## config.mk

```make
export PLATFORM = sky130hd
export DESIGN_NAME = unified_mem_arbiter_flat
export DESIGN_NICKNAME = d
export VERILOG_FILES = /design/src/rtl/unified_mem_arbiter_if.sv /design/src/rtl/unified_mem_arbiter.sv /design/src/flat_wrapper.sv
export SDC_FILE = /design/constraint.sdc
export NUM_CORES = 1
export LEC_CHECK = 0
export CAP_MARGIN = 20
export CORE_MARGIN = 4
export CORE_UTILIZATION = 37
export DETAILED_ROUTE_END_ITERATION = 6
export PLACE_DENSITY = 0.78
export SYNTH_ARGS = -nofsm -noshare
export SYNTH_HDL_FRONTEND = slang
export SYNTH_SLANG_ARGS = --single-unit
```

## constraint.sdc

```tcl
create_clock -name clk -period 1.7 [get_ports clk]
set_input_delay 0.17 -clock clk [delete_from_list [all_inputs] [get_ports clk]]
set_output_delay 0.17 -clock clk [all_outputs]
set_load 0.005 [all_outputs]
```

## src/rtl/unified_mem_arbiter_if.sv

```systemverilog
// Signal bundle around the unified memory arbiter: fetch stage, data stage,
// hazard-unit stalls, the shared memory port and the watchdog error flag.
interface unified_mem_arbiter_if;
  // Fetch stage
  logic        if_req;
  logic [31:0] if_addr;
  logic [31:0] if_rdata;
  logic        if_valid;
  // Data (load/store) stage
  logic        d_req;
  logic        d_we;
  logic [3:0]  d_be;
  logic [31:0] d_addr;
  logic [31:0] d_wdata;
  logic [31:0] d_rdata;
  logic        d_valid;
  // Hazard unit
  logic        stall_f;
  logic        stall_m;
  // Shared memory port
  logic        mem_req;
  logic        mem_we;
  logic [3:0]  mem_be;
  logic [31:0] mem_addr;
  logic [31:0] mem_wdata;
  logic        mem_gnt;
  logic        mem_rvalid;
  logic [31:0] mem_rdata;
  // Sticky watchdog error
  logic        err;

  // The arbiter: serves both stages and masters the memory port.
  modport master (
    input  if_req, if_addr, d_req, d_we, d_be, d_addr, d_wdata,
           mem_gnt, mem_rvalid, mem_rdata,
    output if_rdata, if_valid, d_rdata, d_valid, stall_f, stall_m,
           mem_req, mem_we, mem_be, mem_addr, mem_wdata, err
  );

  // The surroundings: pipeline stages plus the memory itself.
  modport slave (
    output if_req, if_addr, d_req, d_we, d_be, d_addr, d_wdata,
           mem_gnt, mem_rvalid, mem_rdata,
    input  if_rdata, if_valid, d_rdata, d_valid, stall_f, stall_m,
           mem_req, mem_we, mem_be, mem_addr, mem_wdata, err
  );
endinterface

```

## src/rtl/unified_mem_arbiter.sv

```systemverilog
// Shares one single-port, variable-latency memory between instruction fetch
// and load/store. One outstanding transaction, round-robin on ties, and a
// WAIT-state watchdog that aborts a transaction the memory never answers.
module unified_mem_arbiter #(
  parameter int unsigned TIMEOUT = 255  // WAIT cycles before abort; 0 disables
) (
  input  logic                  clk,
  input  logic                  clr,    // asynchronous, active low
  unified_mem_arbiter_if.master bus
);

  typedef enum logic [1:0] {S_IDLE, S_ISSUE, S_WAIT, S_RESP} state_e;
  typedef enum logic       {OWN_FETCH = 1'b0, OWN_DATA = 1'b1} owner_e;

  localparam int unsigned   CW      = (TIMEOUT < 2) ? 1 : $clog2(TIMEOUT);
  localparam logic [CW-1:0] WD_LAST = CW'(TIMEOUT - 1);
  localparam bit            WD_EN   = (TIMEOUT != 0);

  state_e        r_state;
  owner_e        r_owner;
  owner_e        r_last_owner;
  logic          r_we;
  logic [3:0]    r_be;
  logic [31:0]   r_addr;
  logic [31:0]   r_wdata;
  logic [31:0]   r_if_rdata;
  logic [31:0]   r_d_rdata;
  logic          r_if_valid;
  logic          r_d_valid;
  logic          r_err;
  logic [CW-1:0] r_wd_cnt;

  logic          w_pick_data;
  logic          w_timeout;

  // Pick the next owner: on a tie the stage that did not go last wins.
  always_comb begin
    // NOTE: assign a default before any branch so no path leaves the
    // variable unassigned, which would infer a latch.
    w_pick_data = 1'b0;
    if (bus.d_req && bus.if_req) begin
      w_pick_data = (r_last_owner == OWN_FETCH);
    end else begin
      w_pick_data = bus.d_req;
    end
  end

  assign w_timeout = WD_EN && (r_wd_cnt == WD_LAST);

  // Transaction FSM with registered memory fields, read data and valid pulses.
  always_ff @(posedge clk or negedge clr) begin
    if (!clr) begin
      r_state      <= S_IDLE;
      r_owner      <= OWN_FETCH;
      r_last_owner <= OWN_FETCH;
      r_we         <= 1'b0;
      r_be         <= 4'h0;
      r_addr       <= '0;
      r_wdata      <= '0;
      r_if_rdata   <= '0;
      r_d_rdata    <= '0;
      r_if_valid   <= 1'b0;
      r_d_valid    <= 1'b0;
      r_err        <= 1'b0;
      r_wd_cnt     <= '0;
    end else begin
      // NOTE: state uses non-blocking assignments so every register samples
      // the pre-edge values, independent of statement order.
      r_if_valid <= 1'b0;
      r_d_valid  <= 1'b0;
      case (r_state)
        S_IDLE: begin
          if (bus.if_req || bus.d_req) begin
            if (w_pick_data) begin
              r_owner <= OWN_DATA;
              r_we    <= bus.d_we;
              r_be    <= bus.d_be;
              r_addr  <= bus.d_addr;
              r_wdata <= bus.d_wdata;
            end else begin
              r_owner <= OWN_FETCH;
              r_we    <= 1'b0;
              r_be    <= 4'hF;
              r_addr  <= bus.if_addr;
              r_wdata <= '0;
            end
            r_state <= S_ISSUE;
          end
        end
        S_ISSUE: begin
          if (bus.mem_gnt) begin
            r_state      <= S_WAIT;
            r_wd_cnt     <= '0;
            r_last_owner <= r_owner;
          end
        end
        S_WAIT: begin
          if (bus.mem_rvalid) begin
            if (r_owner == OWN_DATA) begin
              r_d_rdata <= bus.mem_rdata;
              r_d_valid <= 1'b1;
            end else begin
              r_if_rdata <= bus.mem_rdata;
              r_if_valid <= 1'b1;
            end
            r_state <= S_RESP;
          end else if (w_timeout) begin
            // Abort: complete the owner with zero data and flag the error.
            r_err <= 1'b1;
            if (r_owner == OWN_DATA) begin
              r_d_rdata <= '0;
              r_d_valid <= 1'b1;
            end else begin
              r_if_rdata <= '0;
              r_if_valid <= 1'b1;
            end
            r_state <= S_RESP;
          end else begin
            r_wd_cnt <= r_wd_cnt + CW'(1);
          end
        end
        S_RESP: begin
          // Valid is high this cycle; no arbitration so the owner's held
          // request is not granted a second time.
          r_state <= S_IDLE;
        end
        default: r_state <= S_IDLE;
      endcase
    end
  end

  assign bus.mem_req   = (r_state == S_ISSUE);
  assign bus.mem_we    = r_we;
  assign bus.mem_be    = r_be;
  assign bus.mem_addr  = r_addr;
  assign bus.mem_wdata = r_wdata;
  assign bus.if_rdata  = r_if_rdata;
  assign bus.if_valid  = r_if_valid;
  assign bus.d_rdata   = r_d_rdata;
  assign bus.d_valid   = r_d_valid;
  assign bus.err       = r_err;
  assign bus.stall_f   = bus.if_req & ~r_if_valid;
  assign bus.stall_m   = bus.d_req & ~r_d_valid;

endmodule

```

## src/flat_wrapper.sv

```systemverilog
// flat-port wrapper written by rule: the top's interface ports become plain ports
module unified_mem_arbiter_flat 
#(
  parameter int unsigned TIMEOUT = 255                                         
)
  (clk, clr, bus_if_req, bus_if_addr, bus_d_req, bus_d_we, bus_d_be, bus_d_addr, bus_d_wdata, bus_mem_gnt, bus_mem_rvalid, bus_mem_rdata, bus_if_rdata, bus_if_valid, bus_d_rdata, bus_d_valid, bus_stall_f, bus_stall_m, bus_mem_req, bus_mem_we, bus_mem_be, bus_mem_addr, bus_mem_wdata, bus_err);
  unified_mem_arbiter_if bus_i ();
  input  logic clk;
  input  logic clr;
  input wire logic [$bits(bus_i.if_req)-1:0] bus_if_req;
  input wire logic [$bits(bus_i.if_addr)-1:0] bus_if_addr;
  input wire logic [$bits(bus_i.d_req)-1:0] bus_d_req;
  input wire logic [$bits(bus_i.d_we)-1:0] bus_d_we;
  input wire logic [$bits(bus_i.d_be)-1:0] bus_d_be;
  input wire logic [$bits(bus_i.d_addr)-1:0] bus_d_addr;
  input wire logic [$bits(bus_i.d_wdata)-1:0] bus_d_wdata;
  input wire logic [$bits(bus_i.mem_gnt)-1:0] bus_mem_gnt;
  input wire logic [$bits(bus_i.mem_rvalid)-1:0] bus_mem_rvalid;
  input wire logic [$bits(bus_i.mem_rdata)-1:0] bus_mem_rdata;
  output wire logic [$bits(bus_i.if_rdata)-1:0] bus_if_rdata;
  output wire logic [$bits(bus_i.if_valid)-1:0] bus_if_valid;
  output wire logic [$bits(bus_i.d_rdata)-1:0] bus_d_rdata;
  output wire logic [$bits(bus_i.d_valid)-1:0] bus_d_valid;
  output wire logic [$bits(bus_i.stall_f)-1:0] bus_stall_f;
  output wire logic [$bits(bus_i.stall_m)-1:0] bus_stall_m;
  output wire logic [$bits(bus_i.mem_req)-1:0] bus_mem_req;
  output wire logic [$bits(bus_i.mem_we)-1:0] bus_mem_we;
  output wire logic [$bits(bus_i.mem_be)-1:0] bus_mem_be;
  output wire logic [$bits(bus_i.mem_addr)-1:0] bus_mem_addr;
  output wire logic [$bits(bus_i.mem_wdata)-1:0] bus_mem_wdata;
  output wire logic [$bits(bus_i.err)-1:0] bus_err;
  assign bus_i.if_req = bus_if_req;
  assign bus_i.if_addr = bus_if_addr;
  assign bus_i.d_req = bus_d_req;
  assign bus_i.d_we = bus_d_we;
  assign bus_i.d_be = bus_d_be;
  assign bus_i.d_addr = bus_d_addr;
  assign bus_i.d_wdata = bus_d_wdata;
  assign bus_i.mem_gnt = bus_mem_gnt;
  assign bus_i.mem_rvalid = bus_mem_rvalid;
  assign bus_i.mem_rdata = bus_mem_rdata;
  assign bus_if_rdata = bus_i.if_rdata;
  assign bus_if_valid = bus_i.if_valid;
  assign bus_d_rdata = bus_i.d_rdata;
  assign bus_d_valid = bus_i.d_valid;
  assign bus_stall_f = bus_i.stall_f;
  assign bus_stall_m = bus_i.stall_m;
  assign bus_mem_req = bus_i.mem_req;
  assign bus_mem_we = bus_i.mem_we;
  assign bus_mem_be = bus_i.mem_be;
  assign bus_mem_addr = bus_i.mem_addr;
  assign bus_mem_wdata = bus_i.mem_wdata;
  assign bus_err = bus_i.err;
  unified_mem_arbiter #(.TIMEOUT(TIMEOUT)) u_core (.clk(clk), .clr(clr), .bus(bus_i));
endmodule
```

# Yosys cells after proc, flatten, opt, wreduce, memory -nomap -nowiden
# Index checks and enable logic that the tools add are counted.
# W data, S select, Z words.
[word_totals]
regBits = 148
latch_bits = 0
ram_bits = 0
mem_bits_ro = 0
inputBits = 139
output_inout_bits = 139
elab_cells = 73
n_memories = 0
[classes]
add_sub_neg = 1
n_mul = 0
div_mod_pow = 0
n_lt_le_gt_ge = 0
n_eq_ne = 9
shift = 0
mux = 31
bitwise_logic = 7
n_reduce_logical = 12
[ops]
columns = ["operator", "count"]
rows = [
  ["$mux W32", 10],
  ["$mux W8", 3],
  ["$pmux W8 S2", 1],
  ["$reduce_and A3 Y1", 4],
  ["$mux W1", 11],
  ["$add A8 B1 Y8 const B", 1],
  ["$eq A8 B8 Y1 const B", 1],
  ["$mux W2", 4],
  ["$pmux W2 S4", 1],
  ["$ne A2 B2 Y1 const B", 3],
  ["$not A1 Y1", 5],
  ["$eq A2 B2 Y1 const B", 2],
  ["$mux W4", 1],
  ["$reduce_and A2 Y1", 2],
  ["$reduce_and A4 Y1", 1],
  ["$reduce_bool A2 Y1", 2],
  ["$ne A3 B2 Y1 const B", 1],
  ["$and A1 B1 Y1", 2],
  ["$eq A2 B1 Y1 const B", 1],
  ["$logic_not A2 Y1", 1],
  ["$ne A2 B1 Y1 const B", 1],
  ["$logic_and A1 B1 Y1", 1],
  ["$logic_or A1 B1 Y1", 1],
]

# Depth between registers and ports, before layout
# Gate-level depths: netlist of run 1.
[logic_depth]
depth_word = 4
depth_mapped = 7
depth_no_buf = 6

# Worst setup path after synthesis of run 1
# No wires, ideal clock.
[synth_timing]
path_kind = "register to register"
from = "register u_core.r_wd_cnt[0]"
to = "register u_core.r_if_rdata[0] (netlist: u_core.bus.if_rdata[0])"
setup_time_ps = 121
arrival_ps = 1499
required_time_ps = 1579
slack_ps = 80
path_stages_with_launch = 8
path_buffers = 1
period_less_slack_ps = 1620
cell_sequence = "dfrtp_1 -> inv_1 -> ha_1 -> and3_1 -> a31o_4 -> nand3b_4 -> buf_6 -> a22o_1"
[synth_between]
elab_chain_cells = 3
[synth_rtl]
columns = ["item", "line_no", "rtl"]
rows = [
  ["from (decl)", "unified_mem_arbiter.sv:31", "logic [CW-1:0] r_wd_cnt;"],
  ["from (signal assigned)", "unified_mem_arbiter.sv:119", "r_wd_cnt <= r_wd_cnt + CW'(1);"],
  ["$eq A8 B8 Y1", "unified_mem_arbiter.sv:48", "assign w_timeout = WD_EN && (r_wd_cnt == WD_LAST);"],
  ["$reduce_bool A2 Y1 (no line)", "--", ""],
  ["$reduce_and A3 Y1 (no line)", "--", ""],
  ["to (signal assigned)", "unified_mem_arbiter.sv:103", "r_if_rdata <= bus.mem_rdata;"],
  ["to (decl)", "unified_mem_arbiter.sv:26", "logic [31:0] r_if_rdata;"],
]
# Every way passes these cells.
# A chain may end at the register's enable or synchronous reset.

# Worst setup path in the final report of run 1
[layout_timing]
from = "register u_core.r_wd_cnt[0]"
to = "register u_core.r_d_rdata[31] (netlist: u_core.bus.d_rdata[31])"
[layout_between]
elab_chain_cells = 3
[layout_rtl]
columns = ["item", "line_no", "rtl"]
rows = [
  ["$eq A8 B8 Y1", "unified_mem_arbiter.sv:48", ""],
  ["$reduce_bool A2 Y1 (no line)", "--", ""],
  ["$reduce_and A3 Y1 (no line)", "--", ""],
  ["to (signal assigned)", "unified_mem_arbiter.sv:100", "r_d_rdata <= bus.mem_rdata;"],
  ["to (decl)", "unified_mem_arbiter.sv:27", "logic [31:0] r_d_rdata;"],
]
# Every way passes these cells.

==> run summary, run 1 <==
* 46 — FP Rows
* inv_2, ha_4, and3_4, a31o_4, nand3_4, buf_12, a22o_1 — chain of cells forming the critical path
* 5475 — number of global-route vias before repair
* 0 — # DRC
* 12.9 um^2 — mean post-synth cell area
* -40.4 ps — smallest setup slack after layout
* 31.2% — switching power share of the total
* 0.879 — Final GP Congestion
* 0 — count of endpoints failing hold in the final timing report
* finished, violations left — run status
* dfrtp_1 — primary flip-flop cell chosen by synthesis mapping
* 610 — post-synth net total
* 13.7 ps — clock tree skew after final layout
* 19 — final setup vio count
* 2 — count of buffer and inverter cells on the critical path
* -40 ps — reg2reg setup slack
* 872 uV — worst IR drop on VDD
* 5.15 — via count normalized by instance count
* 70 ps — register clock-pin slew on the reported worst setup and hold paths
* 79 — largest net degree at the start of global routing
* 135 um — Die Height
* 100% — share of flip-flops with an asynchronous set or reset after synthesis
* 0 — Pins Over Slew Limit
* 2030 ps — arrival time of data at the critical path endpoint
* built — CTS tree
* 275 x clkdlybuf4s50_1, 148 x dfrtp_1, 98 x a22o_1 — commonest non-fill, non-tap cells in the layout
* 989 — final cell count without fillers
* 1990 ps — critical path data required time
* 0.0159 mm^2 — core box area
* dfrtp_1 — Critical Path Slowest Stage Cell
* register — Critical Path Start Type
* 0 — Post-DRT Antenna Nets
* 277 — Port-buffer cells
* 575 MHz — top achievable clock speed
* 0.0183 mm^2 — area enclosed by the die boundary
* 20000 um — final routed wirelength across all metal layers
* 950 — count of placed standard cells including taps
* 17 — CTS Buf Count
* compound AO/OA/AOI/OAI gates — Worst path top cell family by delay
* 37.7% — starting utilization of the core area
* 62.5% — utilization of the core after routing
* 5 — total iterations of the first detailed-routing run
* 22.5% — part of the power in the clock network
* 11.6 mW — P_int
* 7 — Reg2Reg Depth
* 465 — cell count after synthesis
* 20.3 um — routed length per instance
* 278 — I/O pin total
* 348 — Iteration-0 DRC Markers
* clkdlybuf4s50_1 — most common cell after layout, fill and taps aside
* negative setup slack — violations in the final reports
* 905 — Layout Nets
* 148 — count of state elements after synthesis
* 8 — maximum fanout along the worst path
* 29700 um — wire length of the first global-routing pass
* register — Worst Setup End Kind
* 0 — number of warning messages in the yosys log
* 14300 um — detailed placer's ending HPWL
* 4 — H-tree levels
* clkbuf_16 — root buffer cell
* 0 — number of antenna diodes
* 65.7% — Area growth, synth to finish
* 102% — final critical-path share of the clock period
* 10.7% — share of final-layout standard cells stronger than drive strength 1
* u_core.r_wd_cnt[0] — CP startpoint
* 0 — grt ovf
* 0 — antenna violations before repair
* 258 ps — Min Hold Slack
* 5091 — total via count in the routed design
* 135 um — width of the die
* 0 — EDFF count, synth
* 41 — number of distinct library cells after synthesis
* 2 — Clock Tree Buf Depth
* yes — RSZ-0062 raised after global routing
* 0 — max-cap check violation count
* 1740 ps — final critical-path required period
* 5.26 mW — Net Sw Power
* 4.41 nW — Lkg Pwr
* 20.9% — GR Util All Layers
* 35.3% — sequential fraction of design power
* reg -> reg — worst setup path category
* 70.5% — worst slew slack as a fraction of its limit
* u_core.bus.d_rdata[31] — end of the worst register-to-register path
* 390 ps — crit-path max cell delay
* 443 ps — Worst Max-Slew Pin Slew
* 420 ps — clock latency reported for the late side of the worst-skew pair
* 1700 mW/mm^2 — power density of the placed cells
* 42.2% — Combinational Power Share
* 0.00599 mm^2 — Mapped Area
* in -> async — Hold Crit Class
* 61.8% — proportion of synthesized chip area in sequential cells
* u_core.r_wd_cnt[0] — startpoint of the worst-slack reg-to-reg timing path
* 148 — CTS Sinks
[state kept, by name (all words and copies together), names as in the netlist, 2 cells and up]
name	cells
u_core.r_wd_cnt	8
u_core.bus.mem_be	4
u_core.bus.mem_addr	32
u_core.bus.mem_wdata	32
u_core.r_state	2
u_core.bus.if_rdata	32
u_core.bus.d_rdata	32
[how the worst max path moves through the flow]
stage                                    to  slack, ps  cells past startpoint
global placement    u_core.bus.mem_addr[12]          9                      5
global route         u_core.bus.d_rdata[31]       -100                      7
floorplan            u_core.bus.if_rdata[0]         80                      7
detailed placement   u_core.bus.d_rdata[31]        -70                      7
CTS                  u_core.bus.d_rdata[31]        -50                      7
finish               u_core.bus.d_rdata[31]        -40                      7
[synth_stat cells (4+ instances only)]
cell type	instances	area share, %
o21ai_0	37	3.1
nand2_1	42	2.6
nand3_1	5	0.42
mux2i_1	33	5.5
dfrtp_1	148	62
a22o_1	98	14
ha_1	6	1.3
buf_6	6	1.1
nor2b_1	7	0.73
o22a_1	4	0.58
inv_1	6	0.38
clkbuf_1	17	1.1
and3_1	4	0.42
buf_2	11	0.92
[power groups by stage]
stage	clock network, mW	registers (mW)	logic [mW]
5_1_grt	4.03	6.11	7.66
2_1_floorplan	0	5.95	2.55
6_report	3.80	5.95	7.13
3_3_place_gp	0	5.92	6.73
4_1_cts	3.87	5.94	7.01
3_5_place_dp	0	5.95	6.98
[per-stage QoR]
stage / area (um^2) / worst slack (ps) / TNS, ps / total power [mW]
global placement: 9200 / 9.22 / 0 / 12.7
global route: 9930 / -96.0 / -2360 / 17.8
finish: 9930 / -40.4 / -215 / 16.9
CTS: 9800 / -46.6 / -145 / 16.8
detailed placement: 9200 / -65.5 / -882 / 12.9
floorplan: 5990 / 80.4 / 0 / 8.49
[logic make-up (layout without fill, tap and decap cells)]
logic type                 after synthesis  count (layout)  synth area share, %
DFF                                    148             148                 61.8
adders and majority gates                6               6                 1.25
AOI/OAI and AO/OA                      160             160                 20.9
buffers and inverters                   42             350                 3.67
and+or+nand+nor                         74              74                 6.52
muxes                                   35              35                 5.89
[layout make-up]
cell class                      count  area [um^2]
Fill cell                        1255         5960
Inverter                            6         22.5
Timing Repair Buffer              312         3220
Multi-Input combinational cell    275         2120
Tap cell                          216          270
Sequential cell                   148         3700
Clock buffer                       17          425
Clock inverter                     15          169
[worst reg2reg max path, stage by stage (launching register included)]
cell	delay (ps)
dfrtp_1	390
inv_2	90
ha_4	130
and3_4	200
a31o_4	180
nand3_4	160
buf_12	210
a22o_1	240
[what timing repair did]
item	in CTS	in global routing
pin swaps	0	29
resized for setup	3	9
gates cloned	0	4
hold buffers	1	0
buffers inserted	0	2
endpoints found under the hold margin	38	0
setup endpoints to repair	67	79
[metal layers]
| metal | part of all wire, % | vias to the layer above | track usage [%] |
|---|---|---|---|
| met5 | 0 | - | 0 |
| met4 | 3.2 | 0 | 8.12 |
| met3 | 4.7 | 46 | 5.35 |
| met2 | 53 | 189 | 36.7 |
| met1 | 39 | 2531 | 24.6 |
| li1 | - | 2325 | - |
No activity file was read; power rests on OpenSTA's default activity.
==> inputs of run 2 (changes only) <==
- CAP_MARGIN: 20 -> 15
==> results of run 2 <==
The final DEF is identical to that of run 1; final timing and power are the same.
